--- src/rtl/dmem_rr_arbiter.sv ---
// dmem_rr_arbiter
// ---------------
// Shares one single-port DRAM between four cores. One access is in flight at
// a time. Cores are chosen round-robin starting after the most recently
// granted core. A read grant also serves every other eligible core that reads
// the same address, and all of those cores see one shared completion strobe.
// Writes are always served one core at a time.
//
// Handshake (req / memAV): a core raises req[k] and holds req[k], we[k] and
// its AR/DR slices steady until memAV[k] pulses for one cycle. That pulse
// completes the access. In the cycle memAV[k] is high, req[k] is ignored, so
// the core has one cycle to drop or re-issue its request before it can be
// granted again. Once the arbiter latches a grant, the access runs to
// completion even if req[k] or core_en[k] drops.
//
// Ports
//   Clk, Rst_n         clock, asynchronous active-low reset
//   core_en[3:0]       per-core enable; a disabled core's req is ignored
//   req[3:0], we[3:0]  per-core request and write flag (1=write)
//   AR_bus, DR_bus     per-core address / write data, core k at [k*WIDTH +: WIDTH]
//   MEM                DRAM read data, valid the cycle after rEN is sampled
//   rEN, wEN           DRAM read / write enables (never both high)
//   addr, DR_OUT       DRAM address / write data, held while idle
//   MEM_bus            per-core registered read data, same slicing as AR_bus
//   memAV[3:0]         per-core one-cycle completion strobe
//   state_dbg          current arbiter state (IDLE=0, RD_ADDR=1, RD_DATA=2, WR=3)
module dmem_rr_arbiter #(
    parameter int WIDTH = 8
) (
    input  logic                 Clk,
    input  logic                 Rst_n,
    input  logic [3:0]           core_en,
    input  logic [3:0]           req,
    input  logic [3:0]           we,
    input  logic [4*WIDTH-1:0]   AR_bus,
    input  logic [4*WIDTH-1:0]   DR_bus,
    input  logic [WIDTH-1:0]     MEM,
    output logic                 rEN,
    output logic                 wEN,
    output logic [WIDTH-1:0]     addr,
    output logic [WIDTH-1:0]     DR_OUT,
    output logic [4*WIDTH-1:0]   MEM_bus,
    output logic [3:0]           memAV,
    output logic [1:0]           state_dbg
);

    typedef enum logic [1:0] {
        IDLE    = 2'd0,
        RD_ADDR = 2'd1,
        RD_DATA = 2'd2,
        WR      = 2'd3
    } state_t;

    state_t               state_q, state_d;
    logic [1:0]           last_q, last_d;
    logic [3:0]           serve_q, serve_d;   // cores completed by the access in flight
    logic                 ren_q, ren_d;
    logic                 wen_q, wen_d;
    logic [WIDTH-1:0]     addr_q, addr_d;
    logic [WIDTH-1:0]     dr_out_q, dr_out_d;
    logic [4*WIDTH-1:0]   mem_bus_q, mem_bus_d;
    logic [3:0]           mem_av_q, mem_av_d;

    logic [WIDTH-1:0]     ar_a [4];
    logic [WIDTH-1:0]     dr_a [4];
    logic [3:0]           eligible;
    logic                 found;
    logic [1:0]           gnt_idx;
    logic [1:0]           cand;
    logic [3:0]           rd_match;

    // Unpack the buses and choose the round-robin winner.
    always_comb begin
        for (int k = 0; k < 4; k++) begin
            ar_a[k] = AR_bus[k*WIDTH +: WIDTH];
            dr_a[k] = DR_bus[k*WIDTH +: WIDTH];
        end

        // A core that is being strobed this cycle cannot be granted again
        // until the next cycle.
        eligible = req & core_en & ~mem_av_q;

        found   = 1'b0;
        gnt_idx = 2'd0;
        cand    = 2'd0;
        for (int i = 0; i < 4; i++) begin
            // Two-bit addition wraps, which gives (last+1+i) mod 4.
            cand = last_q + 2'(i) + 2'd1;
            if (!found && eligible[cand]) begin
                found   = 1'b1;
                gnt_idx = cand;
            end
        end

        // Read coalescing set. The winner is always included because it
        // matches its own address.
        rd_match = 4'b0000;
        for (int j = 0; j < 4; j++) begin
            rd_match[j] = eligible[j] & ~we[j] & (ar_a[j] == ar_a[gnt_idx]);
        end
    end

    // Next-state and output logic.
    always_comb begin
        state_d   = state_q;
        last_d    = last_q;
        serve_d   = serve_q;
        ren_d     = 1'b0;
        wen_d     = 1'b0;
        addr_d    = addr_q;
        dr_out_d  = dr_out_q;
        mem_bus_d = mem_bus_q;
        mem_av_d  = 4'b0000;

        case (state_q)
            IDLE: begin
                if (found) begin
                    last_d = gnt_idx;
                    addr_d = ar_a[gnt_idx];
                    if (we[gnt_idx]) begin
                        wen_d    = 1'b1;
                        dr_out_d = dr_a[gnt_idx];
                        serve_d  = 4'b0001 << gnt_idx;
                        state_d  = WR;
                    end else begin
                        ren_d    = 1'b1;
                        serve_d  = rd_match;
                        state_d  = RD_ADDR;
                    end
                end
            end
            RD_ADDR: begin
                state_d = RD_DATA;
            end
            RD_DATA: begin
                for (int k = 0; k < 4; k++) begin
                    if (serve_q[k]) begin
                        mem_bus_d[k*WIDTH +: WIDTH] = MEM;
                    end
                end
                mem_av_d = serve_q;
                state_d  = IDLE;
            end
            WR: begin
                mem_av_d = serve_q;
                state_d  = IDLE;
            end
            default: begin
                state_d = IDLE;
            end
        endcase
    end

    always_ff @(posedge Clk or negedge Rst_n) begin
        if (!Rst_n) begin
            state_q   <= IDLE;
            last_q    <= 2'd3;
            serve_q   <= 4'b0000;
            ren_q     <= 1'b0;
            wen_q     <= 1'b0;
            addr_q    <= '0;
            dr_out_q  <= '0;
            mem_bus_q <= '0;
            mem_av_q  <= 4'b0000;
        end else begin
            state_q   <= state_d;
            last_q    <= last_d;
            serve_q   <= serve_d;
            ren_q     <= ren_d;
            wen_q     <= wen_d;
            addr_q    <= addr_d;
            dr_out_q  <= dr_out_d;
            mem_bus_q <= mem_bus_d;
            mem_av_q  <= mem_av_d;
        end
    end

    assign rEN       = ren_q;
    assign wEN       = wen_q;
    assign addr      = addr_q;
    assign DR_OUT    = dr_out_q;
    assign MEM_bus   = mem_bus_q;
    assign memAV     = mem_av_q;
    assign state_dbg = state_q;

endmodule

--- config.mk ---
export PLATFORM = sky130hd
export DESIGN_NAME = dmem_rr_arbiter
export DESIGN_NICKNAME = d
export VERILOG_FILES = /design/src/rtl/dmem_rr_arbiter.sv
export SDC_FILE = /design/constraint.sdc
export NUM_CORES = 1
export LEC_CHECK = 0
export CAP_MARGIN = 15
export CELL_PAD_IN_SITES_DETAIL_PLACEMENT = 0
export CELL_PAD_IN_SITES_GLOBAL_PLACEMENT = 1
export CORE_MARGIN = 2
export CORE_UTILIZATION = 37
export CTS_CLUSTER_SIZE = 10
export DETAILED_ROUTE_END_ITERATION = 8
export HOLD_SLACK_MARGIN = 0.02
export PLACE_DENSITY = 0.95
export SLEW_MARGIN = 15
export SYNTH_ARGS = -nofsm -noshare
export SYNTH_HDL_FRONTEND = slang
export SYNTH_SLANG_ARGS = --single-unit
--- constraint.sdc ---
create_clock -name Clk -period 6.8 [get_ports Clk]
set_input_delay 1.36 -clock Clk [delete_from_list [all_inputs] [get_ports Clk]]
set_output_delay 1.36 -clock Clk [all_outputs]
set_load 0.05 [all_outputs]
After elaboration in Yosys (flattened, before gate mapping)
Cells that the tools add are included.
- flip-flop bits (word level): 62
- bits in latches: 0
- memory bits (writable): 0
- bits in read-only memories: 0
- bits of input ports: 86
- output and inout bits: 56
- logic and storage cells: 98
- memories kept: 0
- $add $sub $neg: 6
- multiply operators: 0
- div/mod/pow operators: 0
- order comparisons: 6
- eq/ne operators: 8
- shifts and indexed selects: 1
- multiplexer cells: 35
- bitwise gates (word level): 16
- reductions and logical operators: 14
- operator list (kind ; number):
    8-bit binary-select mux with 2-bit select ; 2
    8-bit == test ; 4
    8-bit 2-to-1 mux ; 4
    2-bit by 3-bit less-than comparator with 1-bit output (second input constant) ; 5
    1-bit 2-to-1 mux ; 15
    2-bit 2-to-1 mux ; 6
    1-bit binary-select mux with 2-bit select ; 5
    2-bit AND reduction ; 5
    2-bit by 1-bit adder with 2-bit output (second input constant) ; 4
    1-bit bitwise AND ; 8
    4-bit bitwise AND ; 2
    4-bit 2-to-1 mux ; 2
    2-bit case mux with 3 select lines ; 1
    2-bit adder (second input constant) ; 2
    2-bit == test (second input constant) ; 2
    1-bit NOT ; 4
    4-bit NOT ; 1
    1-bit by 2-bit left shift with 4-bit output (first input constant) ; 1
    3-bit greater-or-equal comparator (second input constant) ; 1
    1-bit logical AND ; 3
    1-bit zero test ; 3
    2-bit NOT with 3-bit output ; 1
    3-bit AND reduction ; 1
    2-bit by 1-bit == test with 1-bit output (second input constant) ; 1
    3 further kinds ; 3

Depth between registers and ports, before layout
- depth in word-level cells: 21
- depth in mapped cells: 12
- depth with buffers taken out: 9

Least setup slack after synthesis
No wires, ideal clock.
- kind: input to register
- from: input port core_en[2]
- to: register serve_q[1]
- library setup time: 76 ps
- data arrival time: 3272 ps
- data required time: 6724 ps
- setup slack: 3452 ps
- stages on the path: 9
- buffers on the path: 1
- path through: and3b_1 buf_4 o22ai_2 a211o_4 a211oi_4 nor4_1 a221o_1 or4_1 o21ai_1
- word-level cells in the longest chain between the ends: 21
- elaborated cells on any way between the ends: 35
- those cells by class: eq/ne (1); shift (1); mux (22); bitwise (4); reduce/logical (7)
- RTL lines (item ; RTL line ; RTL):
    start: declaration ; 32 ; input logic [3:0] core_en,
    4-bit bitwise AND * (2 in series) ; 81 ; eligible = req & core_en & ~mem_av_q;
    1-bit binary-select mux with 2-bit select ; 89 ; if (!found && eligible[cand]) begin
    1-bit 2-to-1 mux (implied by the code) ; 89 ;
    1-bit 2-to-1 mux ; 89 ;
    1-bit zero test ; 89 ;
    1-bit logical AND ; 89 ;
    1-bit 2-to-1 mux ; 89 ;
    1-bit zero test ; 89 ;
    [3 not listed] ; -- ;
    1-bit logical AND ; 89 ;
    2-bit 2-to-1 mux ; 89 ;
    2-bit NOT with 3-bit output (implied by the code) ; 99 ; rd_match[j] = eligible[j] & ~we[j] & (ar_a[j] == ar_a[gnt_idx]);
    8-bit binary-select mux with 2-bit select ; 99 ;
    8-bit 2-to-1 mux (implied by the code) (2 in series) ; 99 ;
    8-bit == test ; 99 ;
    1-bit bitwise AND ; 99 ;
    4-bit 2-to-1 mux ; 120 ; if (we[gnt_idx]) begin
    end signal: assignment ; 168 ; serve_q <= serve_d;
    end: declaration ; 56 ; logic [3:0] serve_q, serve_d;
Mark *: on every way between the ends. The rest lies on a longest branch, timed or not. The select of a mux whose other input is x is not followed.
A chain may end at the register's enable or synchronous reset.

Worst setup path after layout
- from: input port req[2]
- to: register serve_q[1]
- word-level cells in the longest chain between the ends: 21
- elaborated cells on any way between the ends: 35
- those cells by class: eq/ne (1); shift (1); mux (22); bitwise (4); reduce/logical (7)
- RTL lines (item ; RTL line ; RTL):
    start: declaration ; 33 ; input logic [3:0] req,
    4-bit bitwise AND * (2 in series) ; 81 ;
    1-bit binary-select mux with 2-bit select ; 89 ;
    1-bit 2-to-1 mux (implied by the code) ; 89 ;
    1-bit 2-to-1 mux ; 89 ;
    1-bit zero test ; 89 ;
    1-bit logical AND ; 89 ;
    1-bit 2-to-1 mux ; 89 ;
    1-bit zero test ; 89 ;
    [3 not listed] ; -- ;
    1-bit logical AND ; 89 ;
    2-bit 2-to-1 mux ; 89 ;
    2-bit NOT with 3-bit output (implied by the code) ; 99 ;
    8-bit binary-select mux with 2-bit select ; 99 ;
    8-bit 2-to-1 mux (implied by the code) (2 in series) ; 99 ;
    8-bit == test ; 99 ;
    1-bit bitwise AND ; 99 ;
    4-bit 2-to-1 mux ; 120 ;
Marked as above.

==> results.md <==
Power:
- The maximum VDD drop is 0.000435 V.
- The total power per unit cell area is 489 nW/um^2.
- The power share of the sequential group is 0.232.
- The part of the power in the clock network is 0.152.
- Of the total power, combinational logic draws 0.616.
- The overall power after layout is 2940 uW.
- Of the total power, the share spent switching nets is 0.491.
- Cell internal power was estimated by the tool at 1490 uW.
- Summed over all nets, the switching power comes to 1440 uW.
- The total leakage power is 0.00244 uW.

Place:
- Buffers placed on the I/O ports in this run total 141.
- The final RePlAce weighted congestion is 0.997.
- Prior to clock tree synthesis, the placed netlist has a worst setup slack of 2.15 ns.
- After legalization and detailed placement, the total HPWL measured 11,300 um.
- The placed standard-cell area is 5710 um^2.
- Counting tap cells, the placed design contains a total of 722 instances.

Synthesis:
- The synthesized netlist occupies a cell area of 4240 um^2.
- The Yosys step of the flow raised 0 warnings.
- Dividing the synthesized area by the synthesized cell count gives 9.17 um^2.
- The synthesized design contains 0 enable-type register cells.
- The synthesized netlist net count is 549.
- The most used flip-flop cell after synthesis is dfrtp_1.
- The share of synthesized area in the top cell type comes to 0.354.
- The number of standard cells after synthesis is 463.
- The number of flip-flops and latches in the synthesized netlist is 62.
- Yosys attributes the largest share of cell area to dfrtp_1 (35%), mux2_2 (8.8%), nand2_1 (5.3%), o21ai_0 (3.2%), a2111oi_0 (2.1%).
- The post-synthesis sequential area ratio is 0.366.
- The number of different library cells used by synthesis comes to 81.
- The async set-reset flop share out of synthesis is 1.00.
- The synthesized design spends more area on one cell type than any other, namely dfrtp_1.

Critical path:
- The endpoint identified for the worst register-to-register timing path is serve_q[1].
- The most critical setup path has its startpoint at req[2].
- The depth of the most critical reg-to-reg path is 9.
- The data arrival at the endpoint of the critical path is 4.69 ns.
- For flop-to-flop paths, the worst setup slack is 3.44 ns.
- The critical-path maximum fanout is 19.
- In this run the worst setup path terminates at serve_q[1].
- The path type of the worst setup path is input port to flip-flop.
- The endpoint required time on the critical path is 7.04 ns.
- The kind of capture point of the worst setup path is a flip-flop.
- The startpoint of the worst-slack reg-to-reg timing path is memAV[2].
- The startpoint type of the worst setup path is an input port.

Clocking:
- The total CTS buffers is 9.
- The number of gates resized after CTS was 0.
- The clock reaches the later pin of the worst-skew pair after 0.32 ns.
- Clock tree synthesis found a total of 62 sinks.
- After clock tree synthesis, the flow added hold-fix buffers numbering 0.
- The clock tree from TritonCTS is built.
- The post-CTS setup buffer count is 0.
- The number of levels the H-tree was split into is 3.
- The clock slew seen by the registers of the worst setup and hold paths is 0.05 ns.
- In this run the deepest clock path goes through 2 buffers.
- The root buffer selected by CTS is clkbuf_16.

Floorplanning:
- The floorplan step defined a core boundary enclosing 11,300 um^2.
- 142 I/O pins were placed.
- The effective utilization at floorplan is 0.375.
- The die is 111 um wide.
- The height of the die is 111 um.
- In this run the core area contains 39 standard-cell rows.
- The die covers 12,300 um^2.

Finish:
- The finished layout holds 736 standard cells, fillers aside.
- In the layout the commonest cells are clkdlybuf4s50_1 (140), dfrtp_1 (60), nand2_1 (60).
- The number of inserted diodes is 0.
- Leaving out fill and tap cells, the most frequent cell in the layout is clkdlybuf4s50_1.
- Once layout is done, the placed cells without fillers occupy 6000 um^2.
- The number of nets in the layout is 676.
- After filler insertion, the fill cell instance count of the layout stands at 1,050.
- The multi-input gate area in the final layout is 2470 um^2.
- Of the cells placed in the final design, the portion with a size suffix greater than 1 is 0.130.
- The sequential cell area is 1550 um^2.
- The area added between synthesis and finish is 41.5%.

Routing:
- For this block, the initial DRC count from the detailed router was 329.
- The detailed-router iteration count before antenna repair is 7.
- The wire length after detailed routing is 15,000 um.
- After detailed routing, the average wire length per cell comes to 20.4 um.
- In the routed design, unresolved DRC markers number 0.
- In this run the remaining antenna-violating nets after routing total 0.
- The ratio of routed vias to standard cells is 6.08.
- The routed layout has 4,472 vias.

STA:
- Static timing analysis puts the maximum clock frequency at 0.225 GHz.
- Adding up every negative setup slack in the final design gives 0 ns.
- The number of pins exceeding their max-slew limit in the final report is 0.
- The share of the cycle needed by the critical path after routing is 0.654.
- Setup violations remaining at the end of the flow were counted as 0.
- Across the routed clock network, the largest skew measured is 0.00685 ns.
- The final count of hold timing violations was 0.
- The final critical delay including setup and external delays is 4.44 ns.
- For the pin with the worst max-slew slack, the measured transition is 0.958 ns.
- The minimum setup slack in the final design is 2.36 ns.
- Measured against its own limit, the worst slew margin works out to 0.345.
- Setup repair after global routing left no endpoint under its margin.

Job:
- The tool flagged a number of max-cap violations equal to 0.

GRT:
- The number of antenna violations at the first check in global routing was 0.
- Across every metal layer, demand over resource in global routing totals 0.242.
- The total overflow left after global routing is 0.
- The maximum number of pins on one net before global-route repair is 63.
- The wire length of the first global-routing pass is 24,000 um.
- The number of global-route vias before repair is 4,419.

Hold path:
- In this run the worst hold path is classified as flip-flop to flip-flop.

Status:
- The run finished with clean final reports.
==> critical path, cell delays in order <==
cell             delay [ns]
clkdlybuf4s50_1        0.49
and3b_1                0.35
o22ai_1                0.20
nor2_2                 0.68
buf_4                  0.35
nor2_1                 0.05
o21ai_0                0.36
o211ai_1               0.14
or4_1                  0.55
o21ai_1                0.15
==> synth_stat cells, types with 3 or more instances <==
master and number:
mux2_2 33, o31ai_1 4, nand3_1 15, nor2_2 3
or3_1 5, a311oi_1 9, clkbuf_1 10, a211oi_1 10
buf_4 6, and3b_1 3, and3_1 8, o21ai_0 27
a21oi_1 11, inv_1 19, a21o_1 10, nand2b_1 5
or4_1 3, nand4_1 5, and2_1 5, buf_2 9
mux2i_1 4, nor2_1 18, o221ai_1 5, nor3_1 12
o22ai_1 9, nand2_1 60, o211ai_1 6, xnor2_1 5
a211o_1 4, a2111oi_0 10, dfrtp_1 60, or2_2 3
nand4b_1 3
==> state kept, by name, indices dropped and copies added, names as in the netlist <==
| register | count |
|---|---|
| memAV | 4 |
| serve_q | 4 |
| state_dbg | 2 |
| DR_OUT | 8 |
| addr | 8 |
| wEN | 1 |
| MEM_bus | 32 |
| last_q | 2 |
| rEN | 1 |
==> cell families after synthesis <==
kind of cell	Yosys count	share of synthesized area
AO/OA/AOI/OAI	143	0.262
XOR/XNOR	6	0.0124
buffers and inverters	50	0.0557
flip-flops	62	0.366
multiplexers	37	0.0970
AND/OR/NAND/NOR	165	0.207
==> final cells by class <==
cell class                      instances  share of cell area
Clock inverter                          3             0.00771
Tap cell                              143              0.0298
Clock buffer                           11              0.0404
Inverter                               21              0.0131
Sequential cell                        62               0.259
Timing Repair Buffer                  145               0.239
Multi-Input combinational cell        351               0.411
==> layer usage <==
layer / share of wire / wire [um] / vias to the layer above / global-route usage
met4: 0.029 / 432 / 0 / 0.0897
met1: 0.41 / 6140 / 2105 / 0.319
li1: - / - / 2018 / -
met5: 0 / 0 / - / 0
met2: 0.46 / 6930 / 308 / 0.389
met3: 0.10 / 1550 / 41 / 0.0541
==> stage by stage <==
stage          utilization  hold slack [ns]
3_3_place_gp         0.505            0.458
6_report             0.530            0.474
3_5_place_dp         0.505            0.466
4_1_cts              0.530            0.477
5_1_grt              0.530            0.490
2_1_floorplan            -            0.470
==> worst min path at each step <==
stage	startpoint	endpoint	slack, ns	depth (start not counted)
final	DR_OUT[4]	DR_OUT[4]	0.47	1
after global routing	DR_OUT[0]	DR_OUT[0]	0.49	1
after detailed placement	DR_OUT[4]	DR_OUT[4]	0.47	1
after global placement	DR_OUT[4]	DR_OUT[4]	0.46	1
after floorplan	serve_q[0]	serve_q[0]	0.47	2
after CTS	DR_OUT[4]	DR_OUT[4]	0.48	1
==> power groups by stage <==
stage / logic [uW] / clock network [uW] / registers [uW]
after CTS: 1810 / 453 / 682
after global routing: 1900 / 468 / 704
after global placement: 1790 / 0 / 675
final: 1810 / 445 / 681
after floorplan: 676 / 0 / 1220
after detailed placement: 1800 / 0 / 682
No activity file was read; power rests on OpenSTA's default activity.
